===== src/rtl/fu_pkg.sv =====
// rtl/fu_pkg.sv - shared widths, IR field layout, FS codes and FSM states
// Purpose: common definitions for fu_issue_ctrl, fu_regfile and the function unit.
// Ports: none (package).
package fu_pkg;

    localparam int DATA_W   = 10;
    localparam int REG_AW   = 3;
    localparam int NUM_REGS = 1 << REG_AW;
    localparam int FS_W     = 5;
    localparam int SH_W     = 5;
    localparam int IR_W     = FS_W + 3 * REG_AW + SH_W;

    // IR = {FS[18:14], DR[13:11], SA[10:8], SB[7:5], SH[4:0]}
    localparam int IR_FS_LSB = 14;
    localparam int IR_DR_LSB = 11;
    localparam int IR_SA_LSB = 8;
    localparam int IR_SB_LSB = 5;
    localparam int IR_SH_LSB = 0;

    // Function-select codes understood by the function unit. This block
    // forwards FS opaquely; the codes live here so both sides agree.
    localparam logic [FS_W-1:0] FS_MOVA = 5'b00000;
    localparam logic [FS_W-1:0] FS_INC  = 5'b00001;
    localparam logic [FS_W-1:0] FS_ADD  = 5'b00010;
    localparam logic [FS_W-1:0] FS_SUB  = 5'b00101;
    localparam logic [FS_W-1:0] FS_DEC  = 5'b00110;
    localparam logic [FS_W-1:0] FS_AND  = 5'b01000;
    localparam logic [FS_W-1:0] FS_OR   = 5'b01010;
    localparam logic [FS_W-1:0] FS_XOR  = 5'b01100;
    localparam logic [FS_W-1:0] FS_NOT  = 5'b01110;
    localparam logic [FS_W-1:0] FS_MOVB = 5'b10000;
    localparam logic [FS_W-1:0] FS_SHR  = 5'b10100;
    localparam logic [FS_W-1:0] FS_SHL  = 5'b11000;

    typedef enum logic [1:0] {
        ST_IDLE = 2'd0,
        ST_EXEC = 2'd1,
        ST_WB   = 2'd2
    } state_t;

    function automatic logic [FS_W-1:0] ir_fs(input logic [IR_W-1:0] ir);
        return ir[IR_FS_LSB +: FS_W];
    endfunction

    function automatic logic [REG_AW-1:0] ir_dr(input logic [IR_W-1:0] ir);
        return ir[IR_DR_LSB +: REG_AW];
    endfunction

    function automatic logic [REG_AW-1:0] ir_sa(input logic [IR_W-1:0] ir);
        return ir[IR_SA_LSB +: REG_AW];
    endfunction

    function automatic logic [REG_AW-1:0] ir_sb(input logic [IR_W-1:0] ir);
        return ir[IR_SB_LSB +: REG_AW];
    endfunction

    function automatic logic [SH_W-1:0] ir_sh(input logic [IR_W-1:0] ir);
        return ir[IR_SH_LSB +: SH_W];
    endfunction

endpackage


===== src/rtl/fu_regfile.sv =====
// rtl/fu_regfile.sv - 8 x DATA_W register file, R0 hard zero
// Purpose: operand storage for fu_issue_ctrl.
// Ports:
//   i_clk, i_reset          clock, synchronous active-high reset (clears all)
//   i_we, i_waddr, i_wdata  synchronous write port (writes to R0 dropped)
//   i_raddr_a / o_rdata_a   combinational read port A
//   i_raddr_b / o_rdata_b   combinational read port B
//   i_dbg_addr / o_dbg_data combinational debug read port
module fu_regfile
    import fu_pkg::*;
(
    input  logic              i_clk,
    input  logic              i_reset,
    input  logic              i_we,
    input  logic [REG_AW-1:0] i_waddr,
    input  logic [DATA_W-1:0] i_wdata,
    input  logic [REG_AW-1:0] i_raddr_a,
    output logic [DATA_W-1:0] o_rdata_a,
    input  logic [REG_AW-1:0] i_raddr_b,
    output logic [DATA_W-1:0] o_rdata_b,
    input  logic [REG_AW-1:0] i_dbg_addr,
    output logic [DATA_W-1:0] o_dbg_data
);

    logic [DATA_W-1:0] r_mem [NUM_REGS];

    // Reset has priority so a write in flight during reset is dropped.
    always_ff @(posedge i_clk) begin
        if (i_reset) begin
            for (int i = 0; i < NUM_REGS; i++) begin
                r_mem[i] <= '0;
            end
        end else if (i_we && (i_waddr != '0)) begin
            r_mem[i_waddr] <= i_wdata;
        end
    end

    // R0 is masked on read as well, so it is zero regardless of storage.
    assign o_rdata_a  = (i_raddr_a  == '0) ? '0 : r_mem[i_raddr_a];
    assign o_rdata_b  = (i_raddr_b  == '0) ? '0 : r_mem[i_raddr_b];
    assign o_dbg_data = (i_dbg_addr == '0) ? '0 : r_mem[i_dbg_addr];

endmodule


===== src/rtl/fu_issue_ctrl.sv =====
// rtl/fu_issue_ctrl.sv - issue/write-back controller for the 10-bit function unit
// Purpose: accepts IR words, drives the function unit operands, commits F and flags.
// Ports:
//   i_clk, i_reset             clock, synchronous active-high reset
//   i_ir_valid, o_ir_ready, i_ir  instruction handshake, IR = {FS,DR,SA,SB,SH}
//   o_fu_a, o_fu_b, o_fu_sh, o_fu_fs  registered function unit inputs
//   i_fu_f, i_fu_z/c/n/v       function unit result and flags
//   o_done                     one-cycle pulse in the write-back cycle
//   o_status                   {V,C,N,Z} of the last committed instruction
//   i_dbg_sel, o_dbg_data      combinational register file peek
module fu_issue_ctrl
    import fu_pkg::*;
(
    input  logic              i_clk,
    input  logic              i_reset,
    input  logic              i_ir_valid,
    output logic              o_ir_ready,
    input  logic [IR_W-1:0]   i_ir,
    output logic [DATA_W-1:0] o_fu_a,
    output logic [DATA_W-1:0] o_fu_b,
    output logic [SH_W-1:0]   o_fu_sh,
    output logic [FS_W-1:0]   o_fu_fs,
    input  logic [DATA_W-1:0] i_fu_f,
    input  logic              i_fu_z,
    input  logic              i_fu_c,
    input  logic              i_fu_n,
    input  logic              i_fu_v,
    output logic              o_done,
    output logic [3:0]        o_status,
    input  logic [REG_AW-1:0] i_dbg_sel,
    output logic [DATA_W-1:0] o_dbg_data
);

    state_t            r_state;
    state_t            w_next_state;
    logic              w_accept;
    logic              w_commit;

    logic [DATA_W-1:0] r_fu_a;
    logic [DATA_W-1:0] r_fu_b;
    logic [SH_W-1:0]   r_fu_sh;
    logic [FS_W-1:0]   r_fu_fs;
    logic [REG_AW-1:0] r_dr;
    logic [3:0]        r_status;

    logic [DATA_W-1:0] w_rd_a;
    logic [DATA_W-1:0] w_rd_b;

    // Operands are read straight from the IR fields so they can be latched
    // on the accept edge. No bypass: a commit always lands before the next accept.
    fu_regfile u_regfile (
        .i_clk      (i_clk),
        .i_reset    (i_reset),
        .i_we       (w_commit),
        .i_waddr    (r_dr),
        .i_wdata    (i_fu_f),
        .i_raddr_a  (ir_sa(i_ir)),
        .o_rdata_a  (w_rd_a),
        .i_raddr_b  (ir_sb(i_ir)),
        .o_rdata_b  (w_rd_b),
        .i_dbg_addr (i_dbg_sel),
        .o_dbg_data (o_dbg_data)
    );

    always_ff @(posedge i_clk) begin
        if (i_reset) begin
            r_state <= ST_IDLE;
        end else begin
            r_state <= w_next_state;
        end
    end

    always_comb begin
        w_next_state = r_state;
        o_ir_ready   = 1'b0;
        o_done       = 1'b0;
        w_accept     = 1'b0;
        w_commit     = 1'b0;
        case (r_state)
            ST_IDLE: begin
                o_ir_ready = 1'b1;
                if (i_ir_valid) begin
                    w_accept     = 1'b1;
                    w_next_state = ST_EXEC;
                end
            end
            ST_EXEC: begin
                // Function unit has had the whole cycle to settle on r_fu_*.
                w_commit     = 1'b1;
                w_next_state = ST_WB;
            end
            ST_WB: begin
                o_done       = 1'b1;
                w_next_state = ST_IDLE;
            end
            default: begin
                w_next_state = ST_IDLE;
            end
        endcase
    end

    // Function unit inputs hold between accepts so the result stays observable.
    always_ff @(posedge i_clk) begin
        if (i_reset) begin
            r_fu_a   <= '0;
            r_fu_b   <= '0;
            r_fu_sh  <= '0;
            r_fu_fs  <= '0;
            r_dr     <= '0;
            r_status <= '0;
        end else begin
            if (w_accept) begin
                r_fu_a  <= w_rd_a;
                r_fu_b  <= w_rd_b;
                r_fu_sh <= ir_sh(i_ir);
                r_fu_fs <= ir_fs(i_ir);
                r_dr    <= ir_dr(i_ir);
            end
            // Flags commit even when DR=0 discards the result.
            if (w_commit) begin
                r_status <= {i_fu_v, i_fu_c, i_fu_n, i_fu_z};
            end
        end
    end

    assign o_fu_a   = r_fu_a;
    assign o_fu_b   = r_fu_b;
    assign o_fu_sh  = r_fu_sh;
    assign o_fu_fs  = r_fu_fs;
    assign o_status = r_status;

endmodule


===== config.mk =====
export PLATFORM = sky130hd
export DESIGN_NAME = fu_issue_ctrl
export DESIGN_NICKNAME = d
export VERILOG_FILES = /design/src/rtl/fu_pkg.sv /design/src/rtl/fu_regfile.sv /design/src/rtl/fu_issue_ctrl.sv
export SDC_FILE = /design/constraint.sdc
export NUM_CORES = 1
export LEC_CHECK = 0
export ABC_AREA = 1
export BUFFER_PORTS_ARGS = -buffer_cell sky130_fd_sc_hd__buf_4
export CAP_MARGIN = 0
export CORE_MARGIN = 1.5
export CORE_UTILIZATION = 35
export DETAILED_ROUTE_END_ITERATION = 10
export GPL_ROUTABILITY_DRIVEN = 0
export GPL_TIMING_DRIVEN = 1
export SETUP_SLACK_MARGIN = 0.5
export SKIP_LAST_GASP = 1
export SYNTH_ARGS = -nofsm -noshare
export SYNTH_HDL_FRONTEND = slang
export SYNTH_HIERARCHICAL = 1
export SYNTH_SLANG_ARGS = --single-unit

===== constraint.sdc =====
create_clock -name i_clk -period 1.5 [get_ports i_clk]
set_input_delay 0.225 -clock i_clk [delete_from_list [all_inputs] [get_ports i_clk]]
set_output_delay 0.225 -clock i_clk [all_outputs]
set_load 0.02 [all_outputs]

* Word level (Yosys, flattened, before mapping)
Memories as Yosys holds them, arrays and structs flattened.
Index checks and enable logic that the tools add are counted.
** Storage, ports and cells
- Memory bits (read-only) :: 0
- RAM bits :: 80
- Register bits :: 39
- Memories :: 1
- Logic and storage cells :: 36
- Latch bits :: 0
- Input port bits :: 39
** Operators by class
- Shifts and indexed selects :: 0
- Bitwise logic cells :: 0
- Eq/ne operators :: 3
- Mux-type cells :: 18
- $lt $le $gt $ge :: 0
- Divide/modulo/power cells :: 0
- Reduce and logical (&&, ||, !) cells :: 7
- Multiply operators :: 0
- $add $sub $neg :: 0
** Memory list
- u_regfile.r_mem :: words 8, bits a word 10, read ports 3, clocked after Yosys merged registers in 0, write ports 8, RTL line fu_regfile.sv:25 : logic [DATA_W-1:0] r_mem [NUM_REGS];
** Operators by type and width (count)
- 2-to-1 mux 10 bit :: 4
- 2-to-1 mux 1 bit :: 11
- OR reduction 10 bit :: 1
- logical NOT 3 bit :: 3
- case mux 2 bit (2 select lines) :: 1
- 2-to-1 mux 3 bit :: 1
- nonzero test 3 bit :: 1
- equality test 2 x 1 -> 1 bit, second input constant :: 1
- equality test 2 bit, second input constant :: 1
- logical NOT 2 bit :: 1
- 2-to-1 mux 2 bit :: 1
- inequality test 2 bit, second input constant :: 1
- logical AND 1 bit :: 1

* Longest topological paths before layout
- Depth after elaboration :: 8
- Mapped depth :: 12

* By module
Netlist, hierarchy kept.
** Modules (own cells, without submodules)
- fu_regfile :: instances 1, area each 5509.0 um2, cells each 795, sequential area each 2402.3 um2
- fu_issue_ctrl :: instances 1, area each 1667.8 um2, cells each 242, sequential area each 780.7 um2

* Least setup slack after synthesis
No wires, ideal clock.
- Path kind :: register to register
- From :: register r_state[1]
- To :: memory u_regfile.r_mem[2][0] (enable)
- Required time :: 1160 ps
- Data arrival time :: 1323 ps
- Cell stages (with the launch flop) :: 9
- Slack :: -162 ps
- Path through :: dfxtp_1 -> inv_1 -> nand2_1 -> inv_1 -> inv_1 -> nor2_1 -> nand4_1 -> buf_2 -> nand2_1
** RTL lines
- from (decl) :: RTL line fu_issue_ctrl.sv:34 : state_t r_state;
- from (signal assigned) :: RTL line fu_issue_ctrl.sv:69 : r_state <= w_next_state;
- to (decl) :: RTL line fu_regfile.sv:25

==> results.ini <==
[worst_setup_path]
crit_buf_inv=1
cp_max_fo=2
critPathKind=reg -> out
worstPathCellList=o211ai_1 -> nand2_1 -> nand2_1 -> nand2_2 -> buf_6
worstSetupEndpointType=output pin
rr_startpoint=r_state[1]
cp.depth=5
cp-startpoint=u_regfile/r_mem[2][9]
reg2reg_depth=9
path_common_cell=nand2_1
required_ps=1270
critPathLaunchType=flop
critPathSlowestCell=edfxtp_1
cp_top_family=flip-flops
critPathArrivalTime_ps=1600
crit_path_max_incr_delay_ps=470

[clocking]
path_clk_slew_ps=60
clockRootBuffer=clkbuf_16
clock_path_buffers=2
cts_buffers=17
tritoncts=yes
clock_latency_ps=430
cts_hold_buf=0
htreeDepth=4
clkSinkCount=119

[logic_synthesis]
synth_most_common_cell=nand2_1
yosys_warnings=6
yosysTopAreaCell=edfxtp_1
yosysSeqAreaShare_pct=44.4
synth-seq-cells=119
netlist_top_cells_count=nand2_1 (332), nor2_1 (158), nand3_1 (137)
synth_edf_count=80
synth_cell_types=21
async_flop_share_pct=0
yosys-top-cells-area=edfxtp_1 (33%), nand2_1 (17%), dfxtp_1 (11%), nand3_1 (9.6%), nor2_1 (8.3%)
syn-cell-area_mm2=0.00718
synth_top_area_share_pct=33.5
syn_inst=1037
dominantRegCellSynth=edfxtp_1
syn_area_per_cell_um2=6.92

[timing]
relSlewSlack_pct=47.7
setup_tns_ps=-2170
setup_viol=22
slew_viol_final=0
setup_ws_ps=-322
rsz0062_at_grt=true
period_share_pct=121
fin_skew_ps=15.5
tightest_slew_ps=783
finalHoldViolations=0
fin_crit_ps=1820
fmax_mhz=549

[worst_hold_path]
min_from=i_fu_z
hp-class=in -> reg
whs_path_depth=3

[drt]
postRouteAntennaNets=0
post-route-drc-count=0
post_drt_wl_per_cell_um=18.0
wl_met1_um=11400
vias=7871
wl_um=27500
viasPerCell=5.16
wl_met3_um=2040
first_pass_iters=7
top_layer_used=met4
route.met2.wl_um=12800
dr.first_iter.drc_count=851

[finish]
instances_no_fill=1526
antenna_cells=0
nets=1282
fill_cells=1756
drive_gt1_share_pct=43.2
syn2layout_area_growth_pct=61.1

[power]
p_leak_nw=5.37
total_power_mw=10.6
cellPowerDensity_mw_per_mm2=919
peakVddDrop_v=0.000739

[floorplan]
dieWidth_um=146
row_count=52
die_height_um=146
io_pins=85
initial_core_util_pct=35.6
design.core.area_mm2=0.0202
die_area_mm2=0.0214

[outcome]
outcome=finished with violations
violations=negative setup slack

[global_routing]
grt_use_total_pct=25.1
grt_overflow=0
grt_pass1_vias=7202
grt_max_degree=41
antenna_found_initial=0
grt_pass1_wl_um=40600

[placement]
post-place-cells=1376
dp_hpwl_um=17300
io_buffers=84

[flow_run]
maxCapViolations=0

[state kept, by name (all words and copies together) (netlist names)]
signal           flops
u_regfile/r_mem     80
o_fu_b              10
o_fu_fs              5
o_fu_sh              5
r_state              2
o_status             4
o_fu_a              10
r_dr                 3
[cell usage in the layout, fill, tap and decap left out, types with 17 or more instances in the layout]
cell,synthesis,layout
o211ai_1,40,40
nor2_2,2,29
edfxtp_1,80,80
nand2_2,2,31
nor2_1,158,76
nor2_4,0,55
nand2_1,332,295
buf_6,11,82
dfxtp_2,0,35
inv_1,133,85
buf_12,0,25
clkbuf_16,0,17
a21oi_2,0,19
nand3_2,0,23
buf_4,5,119
nand3_1,137,109
inv_2,2,42
[layer usage]
layer	GRT usage (%)	vias to the layer above
met3	4.41	70
li1	-	3707
met5	0	-
met4	12.2	0
met2	39.7	387
met1	33.1	3707
[area by class of cell]
cell class,count,area [um^2],area share (%)
Multi-Input combinational cell,727,4160,36.0
Sequential cell,119,3240,28.0
Timing Repair Buffer,242,2690,23.2
Inverter,136,541,4.68
Clock buffer,17,425,3.68
Tap cell,270,338,2.92
Clock inverter,15,170,1.47
[through the flow]
step / utilization, % / area [um^2] / hold WS, ps / setup slack (ps)
floorplan: - / 7560 / 290 / 147
global placement: 41.9 / 8450 / 463 / 31.7
detailed placement: 41.9 / 8450 / 469 / 19.9
CTS: 52.7 / 10600 / 44.5 / -269
global route: 57.3 / 11600 / 77.1 / -362
finish: 57.3 / 11600 / 52.3 / -322
[kinds of logic after synthesis]
logic type             share of synthesized area, %
AOI/OAI and AO/OA                              6.76
buffers and inverters                          12.8
DFF                                            44.4
other                                        0.0523
and+or+nand+nor                                36.0
[worst paths after layout]
path | to | slack, ps
setup / recovery | o_dbg_data[9] | -320
hold / removal | o_status[0] | 50
setup reg to reg | u_regfile/r_mem[5][2] | -20
hold reg to reg | o_fu_a[2] | 470
[power by group]
| part | internal, mW | switching (mW) | total [mW] | leakage, nW |
|---|---|---|---|---|
| registers | 3.70 | 0.152 | 3.85 | 1.16 |
| logic | 1.14 | 1.41 | 2.55 | 3.92 |
| clock network | 2.49 | 1.74 | 4.22 | 0.287 |
| total | 7.32 | 3.30 | 10.6 | 5.37 |
[tightest hold or removal path, stage by stage]
cell and delay (ps):
buf_4 80, o21ai_1 60, nor2_1 70
[timing repair]
item,4_1_cts,5_1_grt
gates resized for setup,227,196
gates cloned,16,2
buffers inserted,74,26
endpoints found under the setup margin,220,224
endpoints found under the hold margin,0,0
pin swaps,52,55
No activity file was read; power rests on OpenSTA's default activity.
